### src/rtl/boot_ctrl_pkg.sv
// -----------------------------------------------------------------------------
// boot_ctrl_pkg
// Shared types and constants for the boot loader controller.
//   - boot_state_e   : copy-engine state encoding (S_READ, S_WRITE, S_DONE)
//   - BOOT_WORDS_DEF : default number of 32-bit words copied at boot
//   - IMEM_BASE_DEF  : default IMEM byte address of boot word 0
//   - ADDR_W/DATA_W  : IMEM request field widths
//   - word_byte_addr : word index -> IMEM byte address helper
// -----------------------------------------------------------------------------
package boot_ctrl_pkg;

   localparam int unsigned ADDR_W = 32;
   localparam int unsigned DATA_W = 32;

   localparam int unsigned       BOOT_WORDS_DEF = 64;
   localparam logic [ADDR_W-1:0] IMEM_BASE_DEF  = 32'h0000_0000;

   typedef enum logic [1:0] {
      S_READ  = 2'd0,
      S_WRITE = 2'd1,
      S_DONE  = 2'd2
   } boot_state_e;

   // Byte address of a boot word; the sum wraps at 32 bits on purpose.
   function automatic logic [ADDR_W-1:0] word_byte_addr(
      input logic [ADDR_W-1:0] base,
      input logic [ADDR_W-1:0] word_idx
   );
      return base + {word_idx[ADDR_W-3:0], 2'b00};
   endfunction

endpackage

### src/rtl/imem_port_mux.sv
// -----------------------------------------------------------------------------
// imem_port_mux
// Combinational 2:1 arbiter for the shared IMEM request port. While sel_core
// is low the copy engine owns the port; once high, the core fetch request is
// passed straight through as a read and IMEM ready is routed back to the core.
// Ports:
//   sel_core                       : 1 = core owns the port (boot finished)
//   copy_valid/we/addr/wdata       : copy-engine request
//   copy_ready                     : IMEM ready as seen by the copy engine
//   core_valid/core_addr           : core fetch request
//   core_ready                     : IMEM ready as seen by the core
//   imem_valid/we/addr/wdata       : request driven to IMEM
//   imem_ready                     : IMEM acceptance
// -----------------------------------------------------------------------------
module imem_port_mux
   import boot_ctrl_pkg::*;
(
   input  logic              sel_core,
   input  logic              copy_valid,
   input  logic              copy_we,
   input  logic [ADDR_W-1:0] copy_addr,
   input  logic [DATA_W-1:0] copy_wdata,
   output logic              copy_ready,
   input  logic              core_valid,
   input  logic [ADDR_W-1:0] core_addr,
   output logic              core_ready,
   output logic              imem_valid,
   output logic              imem_we,
   output logic [ADDR_W-1:0] imem_addr,
   output logic [DATA_W-1:0] imem_wdata,
   input  logic              imem_ready
);

   // Port ownership select and ready steering.
   always_comb begin
      imem_valid = 1'b0;
      imem_we    = 1'b0;
      imem_addr  = {ADDR_W{1'b0}};
      imem_wdata = {DATA_W{1'b0}};
      copy_ready = 1'b0;
      core_ready = 1'b0;
      if (sel_core) begin
         // Core fetches are always reads; write data is driven to zero.
         imem_valid = core_valid;
         imem_we    = 1'b0;
         imem_addr  = core_addr;
         imem_wdata = {DATA_W{1'b0}};
         core_ready = imem_ready;
         copy_ready = 1'b0;
      end else begin
         // Core requests are never forwarded while the copy owns the port.
         imem_valid = copy_valid;
         imem_we    = copy_we;
         imem_addr  = copy_addr;
         imem_wdata = copy_wdata;
         copy_ready = imem_ready;
         core_ready = 1'b0;
      end
   end

endmodule

### src/rtl/boot_loader_ctrl.sv
// -----------------------------------------------------------------------------
// boot_loader_ctrl
// Copies BOOT_WORDS words from a combinational-read boot memory into IMEM
// (one read cycle then one write cycle per word), holding the core in reset
// meanwhile. When the last write is accepted the core is released and the
// IMEM request port becomes a pass-through for core fetches. A reboot_req
// pulse in the finished state repeats the copy from word 0.
// Ports:
//   clock, reset            : clock, synchronous active-high reset
//   bmem_addr / bmem_data   : boot memory word index / same-cycle read data
//   imem_req_*              : shared IMEM request port (valid/we/addr/wdata/ready)
//   core_req_valid/addr     : core fetch request; core_req_ready: accepted
//   core_hold               : core held in reset (complement of boot_done)
//   boot_done               : copy complete
//   reboot_req              : single-cycle pulse, honoured only when done
// -----------------------------------------------------------------------------
module boot_loader_ctrl
   import boot_ctrl_pkg::*;
#(
   parameter int unsigned       BOOT_WORDS = BOOT_WORDS_DEF,
   parameter logic [ADDR_W-1:0] IMEM_BASE  = IMEM_BASE_DEF
) (
   input  logic              clock,
   input  logic              reset,
   output logic [ADDR_W-1:0] bmem_addr,
   input  logic [DATA_W-1:0] bmem_data,
   output logic              imem_req_valid,
   output logic              imem_req_we,
   output logic [ADDR_W-1:0] imem_req_addr,
   output logic [DATA_W-1:0] imem_req_wdata,
   input  logic              imem_req_ready,
   input  logic              core_req_valid,
   input  logic [ADDR_W-1:0] core_req_addr,
   output logic              core_req_ready,
   output logic              core_hold,
   output logic              boot_done,
   input  logic              reboot_req
);

   localparam int unsigned      IDX_W    = (BOOT_WORDS > 1) ? $clog2(BOOT_WORDS) : 1;
   localparam logic [IDX_W-1:0] LAST_IDX = IDX_W'(BOOT_WORDS - 1);
   localparam logic [IDX_W-1:0] IDX_ONE  = IDX_W'(1'b1);

   boot_state_e       state_r;
   boot_state_e       state_s;
   logic [IDX_W-1:0]  idx_r;
   logic [IDX_W-1:0]  idx_s;
   logic [DATA_W-1:0] data_q_r;
   logic [DATA_W-1:0] data_q_s;
   logic              boot_done_r;
   logic              core_hold_r;

   logic [ADDR_W-1:0] idx_ext_s;
   logic              copy_valid_s;
   logic [ADDR_W-1:0] copy_addr_s;
   logic [DATA_W-1:0] copy_wdata_s;
   logic              copy_ready_s;

   assign idx_ext_s = ADDR_W'(idx_r);

   // State, word index, captured read data and status flags.
   always_ff @(posedge clock) begin
      if (reset) begin
         state_r     <= S_READ;
         idx_r       <= {IDX_W{1'b0}};
         data_q_r    <= {DATA_W{1'b0}};
         boot_done_r <= 1'b0;
         core_hold_r <= 1'b1;
      end else begin
         state_r     <= state_s;
         idx_r       <= idx_s;
         data_q_r    <= data_q_s;
         // Status flags are registered from the next state so they line up
         // with state_r and remain strict complements.
         boot_done_r <= (state_s == S_DONE);
         core_hold_r <= (state_s != S_DONE);
      end
   end

   // Copy sequencer: next state, index, data capture and copy request.
   always_comb begin
      state_s      = state_r;
      idx_s        = idx_r;
      data_q_s     = data_q_r;
      bmem_addr    = {ADDR_W{1'b0}};
      copy_valid_s = 1'b0;
      copy_addr_s  = {ADDR_W{1'b0}};
      copy_wdata_s = {DATA_W{1'b0}};
      case (state_r)
         S_READ: begin
            bmem_addr = idx_ext_s;
            data_q_s  = bmem_data;
            state_s   = S_WRITE;
         end
         S_WRITE: begin
            // Request stays stable until accepted; idx only advances on
            // acceptance so each word is written exactly once.
            bmem_addr    = idx_ext_s;
            copy_valid_s = 1'b1;
            copy_addr_s  = word_byte_addr(IMEM_BASE, idx_ext_s);
            copy_wdata_s = data_q_r;
            if (copy_ready_s) begin
               if (idx_r == LAST_IDX) begin
                  state_s = S_DONE;
               end else begin
                  idx_s   = idx_r + IDX_ONE;
                  state_s = S_READ;
               end
            end else begin
               state_s = S_WRITE;
            end
         end
         S_DONE: begin
            if (reboot_req) begin
               idx_s   = {IDX_W{1'b0}};
               state_s = S_READ;
            end else begin
               state_s = S_DONE;
            end
         end
         default: begin
            idx_s   = {IDX_W{1'b0}};
            state_s = S_READ;
         end
      endcase
   end

   assign boot_done = boot_done_r;
   assign core_hold = core_hold_r;

   imem_port_mux u_imem_port_mux (
      .sel_core   (boot_done_r),
      .copy_valid (copy_valid_s),
      .copy_we    (1'b1),
      .copy_addr  (copy_addr_s),
      .copy_wdata (copy_wdata_s),
      .copy_ready (copy_ready_s),
      .core_valid (core_req_valid),
      .core_addr  (core_req_addr),
      .core_ready (core_req_ready),
      .imem_valid (imem_req_valid),
      .imem_we    (imem_req_we),
      .imem_addr  (imem_req_addr),
      .imem_wdata (imem_req_wdata),
      .imem_ready (imem_req_ready)
   );

endmodule

### config.mk
export PLATFORM = sky130hd
export DESIGN_NAME = boot_loader_ctrl
export DESIGN_NICKNAME = d
export VERILOG_FILES = /design/src/rtl/boot_ctrl_pkg.sv /design/src/rtl/imem_port_mux.sv /design/src/rtl/boot_loader_ctrl.sv
export SDC_FILE = /design/constraint.sdc
export NUM_CORES = 1
export LEC_CHECK = 0
export ABC_AREA = 1
export CAP_MARGIN = 10
export CORE_MARGIN = 4
export CORE_UTILIZATION = 35
export CTS_BUF_LIST = sky130_fd_sc_hd__clkbuf_8 sky130_fd_sc_hd__clkbuf_16
export DETAILED_ROUTE_END_ITERATION = 8
export HOLD_SLACK_MARGIN = 0.05
export PLACE_DENSITY = 0.79
export SLEW_MARGIN = 0
export SYNTH_ARGS = -nofsm -noshare
export SYNTH_HDL_FRONTEND = slang
export SYNTH_HIERARCHICAL = 1
export SYNTH_SLANG_ARGS = --single-unit
### constraint.sdc
create_clock -name clock -period 3.21 [get_ports clock]
set_input_delay 0.321 -clock clock [delete_from_list [all_inputs] [get_ports clock]]
set_output_delay 0.321 -clock clock [all_outputs]
set_load 0.1 [all_outputs]
* After elaboration in Yosys (flattened, before gate mapping)
Index checks and enable logic that the tools add are counted.
** Cells by class
- Add/subtract/negate cells :: 1
- Equal/unequal tests :: 8
- Muxes and demuxes :: 18
- Bitwise operators :: 1
- Reduce and logical (&&, ||, !) cells :: 3
** Operators by type and width (number)
- 32-bit 2-to-1 mux :: 3
- 6-bit 2-to-1 mux :: 4
- 6-bit one-hot mux with 3 select lines :: 1
- 8-bit 2-to-1 mux :: 1
- 2-bit != test (second input constant) :: 4
- 6-bit by 1-bit adder with 6-bit output (second input constant) :: 1
- 6-bit == test (second input constant) :: 1
- 2-bit 2-to-1 mux :: 3
- 2-bit one-hot mux with 3 select lines :: 1
- 1-bit 2-to-1 mux :: 5
- 2-bit == test (second input constant) :: 2
- 4-bit AND reduction :: 1
- 2-bit by 1-bit == test with 1-bit output (second input constant) :: 1
- 2-bit logical NOT :: 1
- 2-bit OR reduction :: 1
- 1-bit inverter :: 1
** Storage, ports and cells
- Register bits after elaboration :: 42
- Input bits :: 69
- Logic and storage cells :: 36

* Longest topological paths before layout
Gate-level depths: netlist (run 1).
- Word-level depth :: 5
- Depth in mapped cells :: 10
- Gate-level depth less buffers :: 8

* Hierarchy
Netlist (run 1), hierarchy kept.
** Modules (own cells, without submodules)
- boot_loader_ctrl :: times used 1, cells an instance 288, area each 2067.0 sq um
- imem_port_mux :: times used 1, cells an instance 181, area each 728.2 sq um

* Worst setup path after synthesis (run 1)
No wires, ideal clock.
- Kind :: reg2out
- Start point :: register boot_done_r (netlist: boot_done)
- End point :: output port imem_req_wdata[11]
- Data arrival time :: 2.438 ns
- Data required time :: 2.889 ns
- Slack :: 0.451 ns
- Cell stages (with the launch flop) :: 5
- Path buffers :: 3
- Cells stage by stage :: dfxtp_1 -> buf_6 -> buf_6 -> buf_6 -> nor2_1
** Between the ends
- Longest elaborated chain between the ends :: 1
** Ends and longest elaborated chain
- from (decl) :: RTL line boot_loader_ctrl.sv:50 : logic boot_done_r;
- from (signal assigned) :: RTL line boot_loader_ctrl.sv:75 : boot_done_r <= (state_s == S_DONE);
- 32-bit 2-to-1 mux :: RTL line imem_port_mux.sv:42 : if (sel_core) begin
- to (decl) :: RTL line boot_loader_ctrl.sv:30 : output logic [DATA_W-1:0] imem_req_wdata,
Every way passes these cells.

* Final worst setup path (run 1)
- Start point :: register boot_done_r (netlist: boot_done)
- End point :: output port core_req_ready
** Between the ends
- Longest elaborated chain between the ends :: 1
** Ends and longest elaborated chain
- 1-bit 2-to-1 mux :: RTL line imem_port_mux.sv:42
- to (decl) :: RTL line boot_loader_ctrl.sv:34 : output logic core_req_ready,
Every way passes these cells.

==> results of run 1 <==
==> path summary, 6_finish.rpt <==
| check | startpoint | endpoint | slack, ns | depth (start not counted) |
|---|---|---|---|---|
| max | boot_done | core_req_ready | 0.90 | 4 |
| min | data_q_r[24] | data_q_r[24] | 0.46 | 2 |
| max reg2reg | boot_done | idx_r[1] | 1.26 | 8 |
| min reg2reg | data_q_r[24] | data_q_r[24] | 0.46 | 2 |
==> cell usage after synthesis, drive strengths merged <==
cell    instances  area, um^2
nand2         121         479
nor2           89         354
inv            83         317
buf            46         340
dfxtp          42         841
a21oi          35         190
o21ai          34         174
nand3           8        45.0
clkbuf          6        22.5
conb            2        7.51
nand4           2        12.5
ha              1        12.5
==> layout make-up <==
cell class	instances	area, um^2
clock buffer	8	110
fill	786	3600
inverter	83	317
multi-input combinational	343	1470
sequential	42	842
tap	102	128
timing repair buffer	145	1260
==> routing by layer <==
metal	vias to the layer above	track usage [%]
met5	-	0
met4	0	3.94
met3	10	3.88
met2	131	27.8
met1	1294	19.1
li1	1601	-
==> sequential cells by signal, summed over array words and instances, names as in the netlist <==
| name | cells |
|---|---|
| core_hold | 1 |
| data_q_r | 32 |
| boot_done | 1 |
| state_r | 2 |
| idx_r | 6 |
==> cell families after synthesis <==
logic type	Yosys count	synth area share, %
buffers and inverters	135	24.3
AOI/OAI and AO/OA	69	13.0
other	2	0.269
adders and majority gates	1	0.448
and+or+nand+nor	220	31.9
DFF	42	30.1
==> where the power goes <==
| group | switching [mW] | internal (mW) | total [mW] |
|---|---|---|---|
| logic | 0.563 | 0.167 | 0.730 |
| registers | 0.0102 | 0.555 | 0.566 |
| clock network | 0.172 | 0.217 | 0.389 |
| total | 0.745 | 0.940 | 1.68 |
==> worst min-delay path, stage by stage, from the launching register on <==
cell and delay (ns):
sky130_fd_sc_hd__dfxtp_1 0.30, sky130_fd_sc_hd__inv_1 0.06, sky130_fd_sc_hd__a21oi_1 0.05
==> impl_summary.log, run 1 <==
[metrics] half-perimeter wire length after detailed placement: 5930 um
[metrics] commonest non-fill, non-tap cell in the layout: sky130_fd_sc_hd__nand2_1
[metrics] worst endpoint data arrival time: 1.99 ns
[metrics] leading cell types in the layout, fill and taps excluded: sky130_fd_sc_hd__nand2_1, sky130_fd_sc_hd__nor2_1, sky130_fd_sc_hd__inv_1
[metrics] H-tree lvl count: 2
[metrics] library cell used as clock root buffer: sky130_fd_sc_hd__clkbuf_8
[metrics] final count of pins violating max slew: 0
[metrics] Max Fclk: 0.433 GHz
[metrics] Port Buffer Count: 143
[metrics] cell family with the largest share of critical-path delay: buffers and inverters
[metrics] clock network latency to the later pin of the worst-skew pair: 0.28 ns
[metrics] data required time of the critical path: 2.89 ns
[metrics] worst-path cell with the longest stage delay: sky130_fd_sc_hd__dfxtp_2
[metrics] width of the die: 97.4 um
[metrics] cell area after placement: 4010 um^2
[metrics] number of library cell types mapped by synthesis: 25
[metrics] metal1 wirelength: 3290 um
[metrics] vias post-DR: 3036
[metrics] share of the clock period used by the worst path after layout: 71.9%
[metrics] Chip Height: 97.4 um
[metrics] final-layout worst hold slack: 0.456 ns
[metrics] Tightest Pin Transition: 0.992 ns
[metrics] Max Clock Skew: 0.00342 ns
[metrics] class of the worst hold path: reg -> reg
[metrics] post-layout utilization of the core: 53.4%
[metrics] most frequent cell on the critical path: sky130_fd_sc_hd__buf_4
[metrics] Final Hold Vio Count: 0
[metrics] number of buffers and inverters on the critical path: 3
[metrics] syn avg cell area: 5.96 um^2
[metrics] DR WL met3: 637 um
[metrics] Antenna Violating Nets Remaining: 0
[metrics] Yosys warning total: 6
[metrics] final instance area: 4120 um^2
[metrics] Post-Place Setup Slack: 1.19 ns
[metrics] CORE AREA: 7730 um^2
[metrics] Die Footprint: 9480 um^2
[metrics] routability congestion estimate: 0.841
[metrics] number of buffers between clock root and the deepest sink: 2
[metrics] post-layout total power: 1.68 mW
[metrics] post-cts resize count: 0
[metrics] maximum net fanout on the critical path: 39
[metrics] drt first-iter violations: 106
[metrics] cells along the critical path: buf_4 -> nand2_1 -> inv_1 -> buf_4
[metrics] total global routing track utilization: 15.8%
[metrics] setup slack of the critical path after layout: 0.903 ns
[metrics] Area Growth Syn to Fin: 47.5%
[metrics] setup repair after global routing missed its margin: no
[metrics] run status: finished, final reports clean
[metrics] Ports: 170
[metrics] layout net count: 690
[metrics] final total negative setup slack: 0 ns
[metrics] total iterations of the first detailed-routing run: 4
[metrics] Crit path largest cell delay: 0.69 ns
[metrics] count of state elements after synthesis: 42
[metrics] min cycle time layout: 2.31 ns
[metrics] antenna violations before repair: 0
[metrics] length of routed met2 wiring: 3630 um
[metrics] WS Path Type: reg -> out
[metrics] maximum vdd ir drop: 0.251 mV
[metrics] clock input transition at the sequential cells of the worst setup and hold paths: 0.08 ns
[metrics] remaining global-route overflow: 0
[metrics] clock tree from TritonCTS: done
[metrics] via count of the first global-routing pass: 2839
[metrics] number of CTS-inserted buffers: 5
[metrics] ratio of cells with drive above 1 in the final layout: 16.7%
[metrics] number of diodes: 0
[metrics] starting utilization of the core area: 36.2%
[metrics] Placed Cells: 715
[metrics] global-route wire length before repair: 12800 um
[metrics] average vias per placed instance: 4.20
[metrics] Critical Path Start Type: flop
[metrics] largest net degree at the start of global routing: 65
[metrics] cell count after synthesis: 469
[metrics] routed length per instance: 10.6 um
[metrics] leakage power: 2.13 nW
[metrics] Non-Filler Instances: 723
[metrics] tightest slew margin relative to the limit: 33.7%
[metrics] pwr/cell area: 408 nW/um^2
[metrics] placement row count: 32
[metrics] Final Routed Wirelength: 7660 um
[metrics] total number of clock tree sinks: 42
[metrics] buffers inserted during post-CTS setup optimization: 0
[metrics] DRC Markers: 0
[metrics] Post-CTS Hold Buffers: 0
[metrics] mapped cell area: 2800 um^2
[metrics] CP Capture Type: output pin
[metrics] DR top layer: met4
[metrics] count of endpoints failing setup in the final report: 0
[metrics] share of synthesized area occupied by flip-flops and latches: 30.1%
[metrics] number of maximum-capacitance violations: 0
No activity file was read; power rests on OpenSTA's default activity.
==> run 2: changes to the inputs <==
--- a/config.mk
+++ b/config.mk
@@ -8,11 +8,11 @@
 export ABC_AREA = 1
 export CAP_MARGIN = 10
 export CORE_MARGIN = 4
-export CORE_UTILIZATION = 35
+export CORE_UTILIZATION = 34
 export CTS_BUF_LIST = sky130_fd_sc_hd__clkbuf_8 sky130_fd_sc_hd__clkbuf_16
 export DETAILED_ROUTE_END_ITERATION = 8
 export HOLD_SLACK_MARGIN = 0.05
-export PLACE_DENSITY = 0.79
+export PLACE_DENSITY = 0.8
 export SLEW_MARGIN = 0
 export SYNTH_ARGS = -nofsm -noshare
 export SYNTH_HDL_FRONTEND = slang
==> constraint.sdc (replaced) <==
create_clock -name clock -period 1.9 [get_ports clock]
set_input_delay 0.19 -clock clock [delete_from_list [all_inputs] [get_ports clock]]
set_output_delay 0.19 -clock clock [all_outputs]
set_load 0.1 [all_outputs]
==> run 2 against run 1 <==
Clock skew grew 0.0053 ns. Flip-flop and latch count did not move. Global-route usage increased by 1.8 points. Hold slack worse by 0.00075 ns. Count of clock-buffer cells in the layout decreased by 3. Die area grew 2.7%. Via count is 3.4% higher. Sequential share of layout area down 4.4 points. Final area grew 28%. Wire length is 15% higher. Highest routed layer unchanged.
==> impl_summary.log, run 2 (same netlist as run 1, synthesis figures left out) <==
[metrics] data required time of the critical path: 1.71 ns
[metrics] library cell used as clock root buffer: sky130_fd_sc_hd__clkbuf_8
[metrics] share of the clock period used by the worst path after layout: 90.5%
[metrics] half-perimeter wire length after detailed placement: 7220 um
[metrics] width of the die: 98.7 um
[metrics] register-to-register setup slack: 0.31 ns
[metrics] Chip Height: 98.7 um
[metrics] CORE AREA: 7850 um^2
[metrics] Area Growth Syn to Fin: 89.2%
[metrics] starting utilization of the core area: 35.6%
[metrics] clock tree from TritonCTS: done
[metrics] final-layout worst hold slack: 0.455 ns
[metrics] total number of clock tree sinks: 42
[metrics] commonest non-fill, non-tap cell in the layout: sky130_fd_sc_hd__nand2_1
[metrics] Die Footprint: 9740 um^2
[metrics] number of CTS-inserted buffers: 5
[metrics] number of diodes: 0
[metrics] Final Hold Vio Count: 0
[metrics] Port Buffer Count: 143
[metrics] critical hold path startpoint: data_q_r[21]
[metrics] logic depth of the worst register-to-register path: 7
[metrics] count of endpoints failing setup in the final report: 0
[metrics] clock network latency to the later pin of the worst-skew pair: 0.28 ns
[metrics] launch instance of the worst register-to-register path: boot_done
[metrics] placement row count: 32
[metrics] Max Fclk: 0.581 GHz
[metrics] Worst Setup SP: state_r[1]
[metrics] routability congestion estimate: 0.847
[metrics] antenna violations before repair: 0
[metrics] ratio of cells with drive above 1 in the final layout: 26.8%
[metrics] final total negative setup slack: 0 ns
[metrics] number of fillers in the final layout: 652
[metrics] number of buffers between clock root and the deepest sink: 2
[metrics] H-tree lvl count: 2
[metrics] Final Routed Wirelength: 8780 um
[metrics] Ports: 170
[metrics] leading cell types in the layout, fill and taps excluded: sky130_fd_sc_hd__nand2_1, sky130_fd_sc_hd__inv_1, sky130_fd_sc_hd__buf_12
[metrics] largest net degree at the start of global routing: 54
[metrics] worst endpoint data arrival time: 1.53 ns
[metrics] average vias per placed instance: 4.31
[metrics] post-layout utilization of the core: 67.4%
[metrics] via count of the first global-routing pass: 3000
[metrics] drt first-iter violations: 132
[metrics] clock input transition at the sequential cells of the worst setup and hold paths: 0.08 ns
[metrics] global-route wire length before repair: 14300 um
[metrics] layout net count: 696
[metrics] total global routing track utilization: 17.6%
[metrics] class of the worst hold path: reg -> reg
[metrics] vias post-DR: 3140
[metrics] Antenna Violating Nets Remaining: 0
[metrics] Worst Hold Path Cells: 2
[metrics] Critical Path Start Type: flop
[metrics] run status: finished, final reports clean
[metrics] total iterations of the first detailed-routing run: 4
[metrics] Top Registers: data_q_r: 32 flops, idx_r: 6 flops, state_r: 2 flops
[metrics] maximum net fanout on the critical path: 17
[metrics] number of maximum-capacitance violations: 0
[metrics] Max Clock Skew: 0.00876 ns
[metrics] maximum vdd ir drop: 0.393 mV
[metrics] min cycle time layout: 1.72 ns
[metrics] final count of pins violating max slew: 0
[metrics] WS Path Type: reg -> out
[metrics] routed length per instance: 12.0 um
[metrics] register with the most flip-flops: data_q_r
[metrics] leakage power: 2.42 nW
[metrics] area taken by multi-input logic gates: 1660 um^2
[metrics] CP Capture Type: output pin
[metrics] pwr/cell area: 564 nW/um^2
[metrics] FF+latch area: 846 um^2
[metrics] DRC Markers: 0
[metrics] setup repair after global routing missed its margin: no
[metrics] remaining global-route overflow: 0
[metrics] last element of the critical path: imem_req_wdata[26]
[metrics] R2R Path End: idx_r[1]
[metrics] max FFs per register: 32
-- run 2: cell types whose count changed in the layout (fill, tap and decap cells not counted), moves of 3 or more --
cell / delta
sky130_fd_sc_hd__buf_4: -69
sky130_fd_sc_hd__clkbuf_8: -3
sky130_fd_sc_hd__nand2_1: -25
sky130_fd_sc_hd__nor2_2: +22
sky130_fd_sc_hd__buf_12: +76
sky130_fd_sc_hd__nand2_2: +25
sky130_fd_sc_hd__nor2_4: +10
sky130_fd_sc_hd__nor2_1: -32
-- run 2: power breakdown --
group	internal [mW]	switching, mW
combinational	0.480	1.01
sequential	0.937	0.0175
clock	0.249	0.285
-- run 2: final cells by class --
type,count,share of cell area [%]
repair buffers,151,42.6
multi-input cells,343,31.4
flip-flops and latches,42,16.0
inverters,83,6.03
well taps,102,2.41
clock buffers,5,1.30
clock inverters,3,0.260
-- run 2: stage by stage --
stage / total power, mW / area, um^2 / std cells / worst slack (ns)
2_1_floorplan: 1.99 / 3180 / 520 / -0.0694
3_3_place_gp: 2.45 / 5190 / 720 / 0.264
3_5_place_dp: 2.47 / 5190 / 720 / 0.241
4_1_cts: 3.01 / 5280 / 728 / 0.0351
5_1_grt: 3.10 / 5290 / 729 / 0.0527
6_report: 2.98 / 5290 / 729 / 0.180
-- run 2: critical path: stages (launching register included) --
cell                      delay [ns]
sky130_fd_sc_hd__dfxtp_2        0.39
sky130_fd_sc_hd__inv_6          0.09
sky130_fd_sc_hd__nand2_4        0.05
sky130_fd_sc_hd__buf_4          0.20
sky130_fd_sc_hd__nor2_1         0.10
sky130_fd_sc_hd__inv_1          0.06
sky130_fd_sc_hd__nor2_2         0.14
sky130_fd_sc_hd__buf_12         0.19
-- run 2: repair_timing --
action                     in CTS  in global routing
setup endpoints to repair       0                 29
setup buffers                   0                  1
hold buffers                    0                  0
resized for setup               0                  3
-- run 2: how the worst min path moves through the flow --
stage / to
after floorplan: idx_r[2]
after global placement: data_q_r[8]
after detailed placement: data_q_r[15]
after CTS: data_q_r[15]
after global routing: data_q_r[16]
final: data_q_r[21]
-- run 2: layer usage --
layer / GRT usage, % / wire length (um)
met1: 20.2 / 3370
met2: 33.2 / 4620
met4: 2.94 / 48
met3: 4.25 / 744
met5: 0 / 0
==> variant: new RTL, settings of run 2 <==
Change the package constant `ADDR_W` from 32 to 28.
--- a/src/rtl/boot_ctrl_pkg.sv
+++ b/src/rtl/boot_ctrl_pkg.sv
@@ -9,7 +9,7 @@
 // -----------------------------------------------------------------------------
 package boot_ctrl_pkg;
 
-   localparam int unsigned ADDR_W = 32;
+   localparam int unsigned ADDR_W = 28;
    localparam int unsigned DATA_W = 32;
 
    localparam int unsigned       BOOT_WORDS_DEF = 64;
Interface: changed (resized bmem_addr, core_req_addr and imem_req_addr); port bits go from 170 to 158. No check against the original RTL was run, so the function may have changed too.
==> variant against run 2 <==
- design area down 4.5%
- power is 2.3% lower
- wire length decreased by 6.5%
- sequential cell count unchanged
- setup slack gained 0.0096 ns
- register-to-register slack better by 0.12 ns
- sequential power about the same
- area after synthesis is 1.7% lower
- largest power group unchanged
==> variant: results (changes against run 2) <==
final_layout:
  instances_no_fill: 700  # -4.0%
  fillers: 635  # -2.6%
  layout-drive-gt1-share: 0.239  # -0.0288
  nNetsFinal: 663  # -4.7%
  reg.largest.list: "data_q_r x32, idx_r x6, state_r x2"
global_route:
  grt_max_degree: 47  # -13%
  grt_usage: 0.167  # -0.00932
  grt_pass1_vias: 2901  # -3.3%
  grt_pass1_wl_um: 13400  # -6.6%
  antenna_found_initial: 0  # unchanged
placed_design:
  place.detailed.hpwl_um: 6740  # -6.8%
  place_ws_ns: 0.211  # -0.0304 ns
  dpl_cell_area_sq_um: 4960  # -4.6%
  port_buffers: 135  # -5.6%
  dpl.cell_count: 692  # -3.9%
  gp_congestion: 0.856  # +0.98%
drt:
  wl_per_cell_um: 11.7  # -2.7%
  wl_met1_um: 3230  # -3.9%
  postRouteAntennaNets: 0  # unchanged
  first_iter_violations: 65  # -51%
  wl_met3_um: 692  # -7.0%
  dr_wl_met2_um: 4130  # -10%
  vias: 3048  # -2.9%
  firstDrtPassIters: 4  # unchanged
synth:
  yosysWarnings: 6  # unchanged
  postSynth.asyncResetShare: 0  # unchanged
  postSynthCellCount: 452  # -3.6%
  yosysUniqueCellTypes: 26  # +4.0%
  synth_top_flop_cell: "dfxtp_1"
  synthTopCellsByCount: "nand2_1, nor2_1, inv_1"
  ys_seq_area_frac: 0.306  # +0.00521
  synth_area_leaders: "dfxtp_1, nand2_1, nor2_1"
power_and_ir_drop:
  max-vdd-ir-drop_mv: 0.429  # +9.2%
  cellLeakagePower_nw: 2.30  # -4.6%
cts:
  insertion_delay_ns: 0.28  # about the same
  clk_pin_slew_ns: 0.08  # about the same
  htreeDepth: 2  # unchanged
  cts_made_buffers: 5  # unchanged
  ctsLongestPathBuffers: 2  # unchanged
run_status:
  status: "finished clean"
critical_path:
  cp_max_fo: 18  # +1
  cp.arrival_ns: 1.52
sta:
  setup_viol: 0  # unchanged
  skew_ns: 0.00563  # -0.00313 ns
## variant: where the power goes
part / internal (mW) / switching (mW)
clock network: 0.288 / 0.283
logic: 0.455 / 0.935
registers: 0.937 / 0.0182
## variant: kinds of logic after synthesis
kind of cell	count (synthesis)	synth area share
AOI/OAI and AO/OA	69	0.133
DFF	42	0.306
adders and majority gates	1	0.00455
and+or+nand+nor	208	0.307
buffers and inverters	130	0.247
other	2	0.00273
## variant: final timing paths
kind | startpoint | end | slack, ns | depth (start not counted)
hold reg to reg | data_q_r[4] | data_q_r[4] | 0.45 | 2
setup / recovery | state_r[1] | imem_req_wdata[14] | 0.19 | 7
setup reg to reg | boot_done | idx_r[1] | 0.43 | 6
hold / removal | data_q_r[4] | data_q_r[4] | 0.45 | 2
## variant: layer usage
metal / track usage / vias to the layer above
met4: 0.0415 / 0
li1: - / 1563
met5: 0 / -
met3: 0.0486 / 13
met1: 0.185 / 1344
met2: 0.309 / 128
## variant: area by class of cell
cell class / count / area share
timing repair buffer: 142 / 0.419
multi-input combinational: 323 / 0.308
sequential: 42 / 0.167
inverter: 83 / 0.0627
tap: 102 / 0.0253
clock buffer: 6 / 0.0164
clock inverter: 2 / 0.00173
## variant: repair_timing
item	in CTS	in global routing
setup endpoints to repair	0	8
buffers inserted	0	0
resized for setup	0	1
## variant: worst max-delay path: stages (launching register included)
cell,delay [ns]
dfxtp_2,0.39
inv_6,0.09
nand2_4,0.05
buf_4,0.20
nor2_1,0.12
inv_1,0.06
nor2_2,0.13
buf_12,0.19
## variant: stage by stage
stage          total power, mW  hold slack (ns)  utilization
2_1_floorplan             1.91            0.259            -
3_5_place_dp              2.37            0.443        0.635
3_3_place_gp              2.35            0.437        0.635
5_1_grt                   3.03            0.468        0.647
6_report                  2.92            0.452        0.647
4_1_cts                   2.94            0.454        0.647
